===== src/rtl/rv32_mc_control.sv =====
// rv32_mc_control: multi-cycle RV32I control FSM with memory handshake, timeout watchdog and retire counter.
// Define CTRL_JALR_EN to decode JALR (op 1100111, funct3 000); otherwise it is treated as illegal.
module rv32_mc_control #(
    parameter int TIMEOUT_CYCLES = 255,
    parameter int TO_W = 8,
    parameter int RET_W = 32
) (
    input  logic             clk,
    input  logic             rst,
    input  logic [6:0]       op,
    input  logic [2:0]       funct3,
    input  logic             funct7_5,
    input  logic             zero,
    input  logic             mem_ready,
    output logic             mem_req,
    output logic             mem_we,
    output logic             adr_src,
    output logic             ir_write,
    output logic             pc_write,
    output logic             reg_write,
    output logic [1:0]       alu_src_a,
    output logic [1:0]       alu_src_b,
    output logic [1:0]       result_src,
    output logic [2:0]       imm_src,
    output logic [3:0]       alu_control,
    output logic             illegal,
    output logic             fault,
    output logic [RET_W-1:0] retired
);
    typedef enum logic [3:0] {
        S_FETCH, S_DECODE, S_MEMADR, S_MEMREAD, S_MEMWB, S_MEMWRITE, S_EXEC_R,
        S_EXEC_I, S_ALUWB, S_BRANCH, S_JAL, S_EXEC_JALR, S_ILLEGAL, S_FAULT
    } state_t;
    state_t state_q, state_d;
    logic [TO_W-1:0] to_q, to_d;
    logic [RET_W-1:0] retired_q, retired_d;
    logic retire, to_hit;
    assign to_hit = TIMEOUT_CYCLES != 0 && int'(to_q) + 1 == TIMEOUT_CYCLES;
    assign illegal = !rst && state_q == S_ILLEGAL;
    assign fault = !rst && state_q == S_FAULT;
    assign retired = rst ? '0 : retired_q;
    always_comb begin
        state_d = state_q;
        mem_req = 1'b0;
        mem_we = 1'b0;
        adr_src = 1'b0;
        ir_write = 1'b0;
        pc_write = 1'b0;
        reg_write = 1'b0;
        alu_src_a = 2'b00;
        alu_src_b = 2'b00;
        result_src = 2'b00;
        imm_src = 3'b000;
        alu_control = 4'b0000;
        retire = 1'b0;
        if (!rst) begin
            case (state_q)
                S_FETCH: begin
                    mem_req = 1'b1;
                    alu_src_b = 2'b10;
                    result_src = 2'b10;
                    ir_write = mem_ready;
                    pc_write = mem_ready;
                    state_d = mem_ready ? S_DECODE : S_FETCH;
                end
                S_DECODE: begin
                    alu_src_a = 2'b01;
                    alu_src_b = 2'b01;
                    imm_src = 3'b010;
                    case (op)
                        7'b0000011, 7'b0100011: state_d = S_MEMADR;
                        7'b0110011: state_d = S_EXEC_R;
                        7'b0010011: state_d = S_EXEC_I;
                        7'b1100011: state_d = S_BRANCH;
                        7'b1101111: state_d = S_JAL;
`ifdef CTRL_JALR_EN
                        7'b1100111: state_d = funct3 == 3'b000 ? S_EXEC_JALR : S_ILLEGAL;
`endif
                        default: state_d = S_ILLEGAL;
                    endcase
                end
                S_MEMADR: begin
                    alu_src_a = 2'b10;
                    alu_src_b = 2'b01;
                    imm_src = op == 7'b0100011 ? 3'b001 : 3'b000;
                    state_d = op == 7'b0100011 ? S_MEMWRITE : S_MEMREAD;
                end
                S_MEMREAD: begin
                    mem_req = 1'b1;
                    adr_src = 1'b1;
                    state_d = mem_ready ? S_MEMWB : S_MEMREAD;
                end
                S_MEMWB: begin
                    result_src = 2'b01;
                    reg_write = 1'b1;
                    retire = 1'b1;
                    state_d = S_FETCH;
                end
                S_MEMWRITE: begin
                    mem_req = 1'b1;
                    mem_we = 1'b1;
                    adr_src = 1'b1;
                    retire = mem_ready;
                    state_d = mem_ready ? S_FETCH : S_MEMWRITE;
                end
                S_EXEC_R: begin
                    alu_src_a = 2'b10;
                    alu_control = {funct7_5, funct3};
                    state_d = S_ALUWB;
                end
                // funct7_5 only distinguishes SRAI/SRLI among immediate ops
                S_EXEC_I: begin
                    alu_src_a = 2'b10;
                    alu_src_b = 2'b01;
                    alu_control = funct3 == 3'b101 ? {funct7_5, funct3} : {1'b0, funct3};
                    state_d = S_ALUWB;
                end
                S_ALUWB: begin
                    reg_write = 1'b1;
                    retire = 1'b1;
                    state_d = S_FETCH;
                end
                S_BRANCH: begin
                    alu_src_a = 2'b10;
                    alu_control = 4'b1000;
                    pc_write = funct3 == 3'b000 ? zero : funct3 == 3'b001 ? !zero : 1'b0;
                    retire = funct3[2:1] == 2'b00;
                    state_d = funct3[2:1] == 2'b00 ? S_FETCH : S_ILLEGAL;
                end
                S_JAL: begin
                    alu_src_a = 2'b01;
                    alu_src_b = 2'b10;
                    pc_write = 1'b1;
                    state_d = S_ALUWB;
                end
`ifdef CTRL_JALR_EN
                S_EXEC_JALR: begin
                    alu_src_a = 2'b10;
                    alu_src_b = 2'b01;
                    result_src = 2'b10;
                    pc_write = 1'b1;
                    state_d = S_JAL;
                end
`endif
                default: state_d = state_q;
            endcase
            if (mem_req && !mem_ready && to_hit) state_d = S_FAULT;
        end
        to_d = mem_req && !mem_ready ? to_q + 1'b1 : '0;
        retired_d = retired_q + RET_W'(retire);
    end
    always_ff @(posedge clk) begin
        if (rst) begin
            state_q <= S_FETCH;
            to_q <= '0;
            retired_q <= '0;
        end else begin
            state_q <= state_d;
            to_q <= to_d;
            retired_q <= retired_d;
        end
    end
endmodule

===== config.mk =====
export PLATFORM = sky130hd
export DESIGN_NAME = rv32_mc_control
export DESIGN_NICKNAME = d
export VERILOG_FILES = /design/src/rtl/rv32_mc_control.sv
export SDC_FILE = /design/constraint.sdc
export NUM_CORES = 1
export LEC_CHECK = 0
export ABC_AREA = 0
export ABC_CLOCK_PERIOD_IN_PS = 10300
export CORE_MARGIN = 2
export CORE_UTILIZATION = 40
export CTS_CLUSTER_DIAMETER = 40
export DETAILED_ROUTE_END_ITERATION = 10
export PLACE_DENSITY = 0.7
export SYNTH_ARGS = -nofsm -noshare
export SYNTH_HDL_FRONTEND = slang
export SYNTH_SLANG_ARGS = --single-unit
export TNS_END_PERCENT = 100

===== constraint.sdc =====
create_clock -name clk -period 10.3 [get_ports clk]
set_input_delay 2.06 -clock clk [delete_from_list [all_inputs] [get_ports clk]]
set_output_delay 2.06 -clock clk [all_outputs]
set_load 0.02 [all_outputs]

==> results.sh, run 1 <==
export IMPL_status="completed"
export IMPL_cts_buffers_inserted=5
export IMPL_port_buffers=66
export IMPL_clk_path_buf_depth=2
export IMPL_synthArstFlopShare=0
export IMPL_antenna_found_initial=0
export IMPL_hold_viol=0
export IMPL_synth_seq_area_share=0.3207
export IMPL_synth_cells=359
export IMPL_cap_violations=0
export IMPL_drv_slew=0
export IMPL_finalCoreUtilization=0.5201
export IMPL_clk_pin_slew_worst_paths_ps=70
export IMPL_critPathCaptureType="output port"
export IMPL_area_growth_synth_to_final_pct=27.24
export IMPL_chipHeight_um=86.86
export IMPL_hold_path_class="flop to flop"
export IMPL_path_class="input pin to output port"
export IMPL_cts_resized=0
export IMPL_rsz0062_at_grt="false"
export IMPL_post_cts_buffers=0
export IMPL_grt_usage=0.1729
export IMPL_finalSetupTns_ps=0
export IMPL_nNetsFinal=428
export IMPL_required_ps=8240
export IMPL_p_leak_nw=1.180
export IMPL_final_layout_size_suffix_gt1_frac=0.05134
export IMPL_fin_cells=489
export IMPL_first_global_vias=2327
export IMPL_row_count=30
export IMPL_ant_nets=0
export IMPL_clk_latency_ps=300
export IMPL_timing_fmax_ghz=0.1569
export IMPL_grt_pass1_wl_um=10710
export IMPL_routed_via_density=5.407
export IMPL_fin_ws_ps=3928
export IMPL_cp_arrival_ps=4310
export IMPL_n_antenna_cell=0
export IMPL_synth_seq_cells=44
export IMPL_drc=0
export IMPL_coreArea_um2=6719
export IMPL_power_density_nw_per_um2=97.36
export IMPL_final_common_cell="clkdlybuf4s50_1"
export IMPL_globalRouteOverflowTotal=0
export IMPL_netlist_area_leader_share=0.3207
export IMPL_clockRootBuffer="clkbuf_8"
export IMPL_mostFrequentLayoutCells="clkdlybuf4s50_1, nor2_1, dfxtp_1"
export IMPL_vias=2644
export IMPL_reg2reg_depth=10
export IMPL_syn_nets=378
export IMPL_gp_congestion=0.8538
export IMPL_htreeDepth=2
export IMPL_drtPass1Iterations=4
export IMPL_cts_hold_buf=0
export IMPL_synth_top_area_cell="dfxtp_1"
export IMPL_clock_skew_ps=12.83
export IMPL_slew_headroom=0.4044
export IMPL_dp_hpwl_um=4564
export IMPL_fillers=645
export IMPL_die_area_um2=7545
export IMPL_totalWireLength_um=6398
export IMPL_worst_pin_slew_ps=892.2
export IMPL_period_needed_ps=6372
export IMPL_min_path_cells=1
export IMPL_dp_cells=482
export IMPL_startpoint_type="input pin"
export IMPL_ioPinCount=68
export IMPL_synth_avg_cell_area_um2=7.650
export IMPL_drtIter0Drc=111
export IMPL_netlist_area_um2=2746
export IMPL_fin_crit_sh=0.6187
export IMPL_routedWlPerCell_um=13.08
export IMPL_setup_viol_count_final=0
export IMPL_yosysWarningCount=0
export IMPL_synth_ff_type="dfxtp_1"
export IMPL_synthTopCellsByArea="dfxtp_1, nor2b_1, nor2_1"
export IMPL_crit_fanout=5
export IMPL_detailedPlace_worstSlack_ps=3937
export IMPL_die_w_um=86.86
export IMPL_clock_sinks=44
export IMPL_whs_ps=498.4
export IMPL_synth_edf_count=0
export IMPL_grt_start_max_net_pins=84
export IMPL_ir_drop_v=0.00005528
export IMPL_cts_tree="built"
export IMPL_synth_cell_types=52
export IMPL_start_util=0.4088
==> cells in the mapped netlist (all sizes together) (2+ instances only) <==
cell and number:
nand4 10, or3 8, nor4 8, a21oi 13
a31oi 3, nand3b 2, and3 3, mux2 8
a211oi 2, and2 4, nor2b 33, or4 10
o21a 3, o31ai 2, inv 9, and4 4
or4b 2, buf 10, xor2 10, dfxtp 44
nand2b 8, nand2 23, nand3 14, nor4b 2
nor2 48, xnor2 11, o21ai 13, ha 4
nor3 19, clkbuf 14
==> cells by family after synthesis <==
family / after synthesis / share of synthesized area
fa+ha+maj: 4 / 0.01822
mux: 9 / 0.03645
xor+xnor: 21 / 0.06697
buf+inv: 33 / 0.04738
compound gates: 47 / 0.1084
other cells: 1 / 0.001365
flops: 44 / 0.3207
simple gates: 200 / 0.4005
==> worst max-delay path, cell delays in order <==
cell and delay (ps):
clkdlybuf4s50_1 460, or4bb_1 560, or4_1 510, nor2_1 100, clkdlybuf4s50_1 610
==> state kept, by name, summed over array words and instances, names as in the netlist <==
name,flops
retired_q,32
to_q,8
state_q,4
==> power by group <==
part	switching, mW	leakage (nW)	internal, mW
clock	0.0580	0.0400	0.0460
combinational	0.0288	0.785	0.0252
sequential	0.00984	0.355	0.172
==> per-stage QoR <==
step / power [mW] / area (um^2)
finish: 0.3402 / 3495
detailed placement: 0.2398 / 3413
global placement: 0.2392 / 3413
CTS: 0.3451 / 3495
global route: 0.3577 / 3495
floorplan: 0.2182 / 2746
==> routing by layer <==
layer,vias to the layer above,GRT usage,part of all wire
met4,0,0.05540,0.013
met2,55,0.2706,0.44
met3,6,0.03412,0.041
li1,1366,-,-
met1,1217,0.2390,0.50
met5,-,0,0
==> final cells by class <==
class / count / area [um^2] / share of cell area
multi-input cells: 282 / 1735 / 0.4966
well taps: 80 / 100.1 / 0.02864
repair buffers: 67 / 663.1 / 0.1898
clock inverters: 2 / 12.51 / 0.003580
inverters: 9 / 33.78 / 0.009667
clock buffers: 5 / 68.82 / 0.01969
flip-flops and latches: 44 / 880.8 / 0.2521
==> worst paths after layout <==
path,from,end,slack (ps)
max,op[0],imm_src[0],3930
min,to_q[0]$_SDFF_PP0_,to_q[0]$_SDFF_PP0_,500
max reg2reg,state_q[3]$_SDFFE_PP0P_,retired_q[30]$_SDFF_PP0_,6720
min reg2reg,to_q[0]$_SDFF_PP0_,to_q[0]$_SDFF_PP0_,500
No activity file was read; power rests on OpenSTA's default activity.
==> run 2, diff against run 1 <==
- ABC_CLOCK_PERIOD_IN_PS: 10300 -> 6250
- clock period: 10.3 -> 6.25 ns (I/O delays scaled with it)
==> run 2 against run 1 <==
  * Worst setup slack got worse by 2400 ps
  * Total power up 79%
  * Count of clock-buffer cells in the layout is the same
  * Die area is the same
  * Highest routed layer unchanged
==> results.sh, run 2 (same netlist as run 1, synthesis figures left out) <==
export IMPL_clock_skew_ps=2.253
export IMPL_clk_pin_slew_worst_paths_ps=80
export IMPL_startpoint_type="input pin"
export IMPL_gp_congestion=0.8500
export IMPL_cts_hold_buf=0
export IMPL_n_antenna_cell=0
export IMPL_chipHeight_um=86.86
export IMPL_p_int_uw=444.4
export IMPL_drc=0
export IMPL_grt_usage=0.1739
export IMPL_top_usage_layer="met1"
export IMPL_cp_arrival_ps=3480
export IMPL_globalRouteOverflowTotal=0
export IMPL_final_layout_size_suffix_gt1_frac=0.05596
export IMPL_status="completed"
export IMPL_cts_resized=0
export IMPL_hold_path_class="flop to flop"
export IMPL_detailedPlace_worstSlack_ps=1517
export IMPL_switchingPower_uw=163.6
export IMPL_timing_fmax_ghz=0.2116
export IMPL_grtUsageMet1=0.2550
export IMPL_routed_via_density=5.409
export IMPL_cp_slowest_stage_delay_ps=610
export IMPL_worst_pin_slew_ps=858.5
export IMPL_drtPass1Iterations=4
export IMPL_totalWireLength_um=6580
export IMPL_clk_latency_ps=300
export IMPL_ant_nets=0
export IMPL_path_cells="clkdlybuf4s50_1 > or4bb_1 > or4_1 > nor2_1 > clkdlybuf4s50_1"
export IMPL_fin_crit_sh=0.7562
export IMPL_dp_cells=483
export IMPL_cts_tree="built"
export IMPL_first_global_vias=2332
export IMPL_clockRootBuffer="clkbuf_8"
export IMPL_drtIter0Drc=125
export IMPL_fin_cells=491
export IMPL_grt_util_met2=0.2533
export IMPL_p_leak_nw=1.199
export IMPL_drv_slew=0
export IMPL_path_delay_family="simple AND/OR/NAND/NOR gates"
export IMPL_clkPwrFrac=0.359
export IMPL_grt_start_max_net_pins=45
export IMPL_setup_viol_count_final=0
export IMPL_die_area_um2=7545
export IMPL_critPathCaptureType="output port"
export IMPL_crit_fanout=5
export IMPL_period_needed_ps=4727
export IMPL_grt_pass1_wl_um=10720
export IMPL_htreeDepth=2
export IMPL_gr_usage_met3=0.02938
export IMPL_slew_headroom=0.4269
export IMPL_top_register="retired_q"
export IMPL_fillers=619
export IMPL_port_buffers=66
export IMPL_fin_ws_ps=1523
export IMPL_coreArea_um2=6719
export IMPL_reg_top3="retired_q (32), to_q (8), state_q (4)"
export IMPL_start_util=0.4088
export IMPL_post_cts_buffers=0
export IMPL_finalSetupTns_ps=0
export IMPL_cts_buffers_inserted=5
export IMPL_finalCoreUtilization=0.5257
export IMPL_required_ps=5000
export IMPL_routedWlPerCell_um=13.40
export IMPL_p_comb_frac=0.147
export IMPL_cap_violations=0
export IMPL_antenna_found_initial=0
export IMPL_rsz0062_at_grt="false"
export IMPL_path_class="input pin to output port"
export IMPL_area_growth_synth_to_final_pct=28.61
export IMPL_cpMaxStageDelayCell="clkdlybuf4s50_1"
export IMPL_die_w_um=86.86
export IMPL_dp_hpwl_um=4758
export IMPL_power_density_nw_per_um2=172.1
export IMPL_nNetsFinal=429
export IMPL_row_count=30
export IMPL_clock_sinks=44
export IMPL_clk_path_buf_depth=2
export IMPL_ioPinCount=68
export IMPL_largest_reg_flops=32
export IMPL_vias=2656
export IMPL_netSwitchingFraction=0.2691
export IMPL_crit_top_cell="clkdlybuf4s50_1"
export IMPL_path_buf_inv=2
export IMPL_power_uw=608.0
export IMPL_mostFrequentLayoutCells="clkdlybuf4s50_1, nor2_1, dfxtp_1"
export IMPL_final_common_cell="clkdlybuf4s50_1"
export IMPL_hold_viol=0
export IMPL_seqPwrFrac=0.493
export IMPL_ir_drop_v=0.00007345
## run 2: worst paths after layout
| check | cells after the start | to | slack [ps] | startpoint |
|---|---|---|---|---|
| hold / removal | 1 | to_q[0]$_SDFF_PP0_ | 510 | to_q[0]$_SDFF_PP0_ |
| setup / recovery | 5 | imm_src[0] | 1520 | op[0] |
| hold reg to reg | 1 | to_q[0]$_SDFF_PP0_ | 510 | to_q[0]$_SDFF_PP0_ |
| setup reg to reg | 10 | retired_q[30]$_SDFF_PP0_ | 2800 | state_q[3]$_SDFFE_PP0P_ |
## run 2: metrics by stage
step	area, um^2	hold WS, ps
2_1_floorplan	2746	452.4
3_3_place_gp	3421	474.6
3_5_place_dp	3421	482.7
4_1_cts	3532	503.3
5_1_grt	3532	542.8
6_report	3532	505.4
## run 2: metal layers
layer  wire length, um  share of wire  vias to the layer above
met3               254          0.039                        7
met2              2899           0.44                       50
met5                 0              0                        -
met1              3349           0.51                     1234
li1                  -              -                     1365
met4                76          0.012                        0
## run 2: layout make-up
type,count,area (um^2),share of cell area
well taps,80,100.1,0.02834
flip-flops and latches,44,880.8,0.2494
clock buffers,5,68.82,0.01948
clock inverters,3,42.54,0.01204
repair buffers,68,670.6,0.1899
inverters,9,33.78,0.009564
multi-input cells,282,1735,0.4913
## run 2: power by group through the flow
| stage | Clock, mW | Sequential [mW] | Combinational (mW) |
|---|---|---|---|
| floorplan | 0 | 0.293 | 0.0661 |
| global placement | 0 | 0.306 | 0.0889 |
| detailed placement | 0 | 0.306 | 0.0894 |
| CTS | 0.225 | 0.300 | 0.0898 |
| global route | 0.236 | 0.302 | 0.0986 |
| finish | 0.218 | 0.300 | 0.0896 |
## run 2: worst reg2reg max path: cells and delay by family (launching register included)
kind                       cells  cell delay (ps)
and+or+nand+nor                5             1500
adders and majority gates      2              530
DFF                            1              770
muxes                          1              360
buffers and inverters          1              140
AOI/OAI and AO/OA              1               60
==> run 3, diff against run 2 <==
- ABC_CLOCK_PERIOD_IN_PS: 6250 -> 4000
- PLACE_DENSITY: 0.7 -> 0.73
- clock period: 6.25 -> 4 ns (I/O delays scaled with it)
==> run 3 against run 2 <==
  * Count of clock-buffer cells in the layout is 1 higher
  * Register-to-register slack worse by 2000 ps
  * Non-clock buffer count increased by 8
  * Clock skew up 3.5 ps
  * Routed wire length rose by 1.0%
  * Combinational power grew 76%
  * Design area increased by 1.2%
  * Worst setup slack got worse by 1300 ps
  * Critical path depth unchanged
  * First-iteration DRC count increased by 6.4%
  * Worst hold slack worse by 1.9 ps
  * Critical path type unchanged
  * Largest power group unchanged
  * Highest routed layer unchanged
==> results.sh, run 3 (same netlist as run 1, synthesis figures left out) <==
export IMPL_final_layout_size_suffix_gt1_frac=0.07399
export IMPL_cts_resized=0
export IMPL_first_global_vias=2432
export IMPL_path_class="input pin to output port"
export IMPL_post_cts_buffers=0
export IMPL_fin_crit_sh=0.9418
export IMPL_globalRouteOverflowTotal=0
export IMPL_grt_start_max_net_pins=32
export IMPL_cp_arrival_ps=2970
export IMPL_netSwitchingFraction=0.2783
export IMPL_slew_headroom=0.5021
export IMPL_period_needed_ps=3767
export IMPL_rrSetupSlack_ps=810
export IMPL_reg2reg_depth=10
export IMPL_die_area_um2=7545
export IMPL_required_ps=3200
export IMPL_n_antenna_cell=0
export IMPL_start_util=0.4088
export IMPL_p_leak_nw=1.235
export IMPL_ir_drop_v=0.0001538
export IMPL_crit_fanout=2
export IMPL_status="completed"
export IMPL_top_register="retired_q"
export IMPL_switchingPower_uw=251.7
export IMPL_p_int_uw=652.5
export IMPL_grt_pass1_wl_um=11190
export IMPL_drv_slew=0
export IMPL_row_count=30
export IMPL_ioPinCount=68
export IMPL_critPathCaptureType="output port"
export IMPL_clk_latency_ps=290
export IMPL_power_density_nw_per_um2=253.0
export IMPL_worst_pin_slew_ps=745.9
export IMPL_reg_top3="retired_q (32), to_q (8), state_q (4)"
export IMPL_min_path_cells=1
export IMPL_rsz0062_at_grt="false"
export IMPL_grt_usage=0.1797
export IMPL_cts_tree="built"
export IMPL_drtPass1Iterations=4
export IMPL_clk_path_buf_depth=2
export IMPL_setup_viol_count_final=0
export IMPL_startpoint_type="input pin"
export IMPL_hold_path_class="flop to flop"
export IMPL_final_common_cell="clkdlybuf4s50_1"
export IMPL_gp_congestion=0.8258
export IMPL_largest_reg_flops=32
export IMPL_crit_end="imm_src[0]"
export IMPL_clock_skew_ps=5.724
export IMPL_clk_pin_slew_worst_paths_ps=80
export IMPL_die_w_um=86.86
export IMPL_cap_violations=0
export IMPL_finalCoreUtilization=0.5318
export IMPL_totalWireLength_um=6649
export IMPL_mostFrequentLayoutCells="clkdlybuf4s50_1, nor2_1, dfxtp_1"
export IMPL_whs_ps=503.5
export IMPL_chipHeight_um=86.86
export IMPL_power_uw=904.2
export IMPL_routed_via_density=5.419
export IMPL_clkPwrFrac=0.320
export IMPL_area_growth_synth_to_final_pct=30.11
export IMPL_routedWlPerCell_um=13.32
export IMPL_coreArea_um2=6719
export IMPL_startpoint="op[0]"
export IMPL_cts_hold_buf=0
export IMPL_port_buffers=66
export IMPL_htreeDepth=2
export IMPL_p_comb_frac=0.175
export IMPL_vias=2704
export IMPL_drc=0
export IMPL_clock_sinks=44
export IMPL_antenna_found_initial=0
export IMPL_clockRootBuffer="clkbuf_8"
export IMPL_finalSetupTns_ps=0
export IMPL_nNetsFinal=437
export IMPL_rr_startpoint="state_q[0]$_SDFFE_PP0P_"
export IMPL_seqPwrFrac=0.505
export IMPL_hold_viol=0
export IMPL_ant_nets=0
export IMPL_r2r_end="retired_q[30]$_SDFF_PP0_"
export IMPL_cts_buffers_inserted=5
export IMPL_timing_fmax_ghz=0.2655
export IMPL_drtIter0Drc=133
export IMPL_dp_hpwl_um=4807
[run 3: cell count changes in the layout (fill, tap and decap cells not counted), sizes merged]
cell	delta
buf	+8
bufinv	-1
clkbuf	+1
clkinv	+1
clkinvlp	-1
[run 3: cell type report]
| cell class | count | area (um^2) |
|---|---|---|
| clock buffers | 6 | 82.58 |
| clock inverters | 2 | 10.01 |
| fillers | 627 | 3146 |
| inverters | 9 | 33.78 |
| multi-input cells | 282 | 1735 |
| flip-flops and latches | 44 | 880.8 |
| well taps | 80 | 100.1 |
| repair buffers | 76 | 730.7 |
[run 3: metrics by stage]
step	std cells	cell area [um^2]	setup slack, ps
global placement	491	3481	202.4
CTS	499	3573	231.4
global route	499	3573	150.6
finish	499	3573	232.8
detailed placement	491	3481	161.1
floorplan	359	2746	562.7
[run 3: how the worst min path moves through the flow]
stage / from / end
after floorplan: to_q[0]$_SDFF_PP0_ / to_q[0]$_SDFF_PP0_
after global placement: to_q[0]$_SDFF_PP0_ / to_q[0]$_SDFF_PP0_
after detailed placement: to_q[0]$_SDFF_PP0_ / to_q[0]$_SDFF_PP0_
after CTS: to_q[0]$_SDFF_PP0_ / to_q[0]$_SDFF_PP0_
after global routing: to_q[0]$_SDFF_PP0_ / to_q[0]$_SDFF_PP0_
final: to_q[0]$_SDFF_PP0_ / to_q[0]$_SDFF_PP0_
[run 3: routing by layer]
layer / vias to the layer above / routed length, um / track usage
li1: 1380 / - / -
met1: 1257 / 3158 / 0.2478
met2: 65 / 3163 / 0.2901
met3: 2 / 301 / 0.03602
met4: 0 / 25 / 0.04119
met5: - / 0 / 0
[run 3: power groups by stage]
stage,Combinational [mW],Clock [mW],Sequential [mW]
3_3_place_gp,0.156,0,0.467
6_report,0.158,0.289,0.457
3_5_place_dp,0.158,0,0.467
5_1_grt,0.173,0.314,0.459
4_1_cts,0.158,0.299,0.457
2_1_floorplan,0.103,0,0.459
[run 3: worst max-delay path: stages]
cell	delay, ps
clkdlybuf4s50_1	460
or4bb_1	500
or4_1	500
nor2_1	100
clkdlybuf4s50_1	610
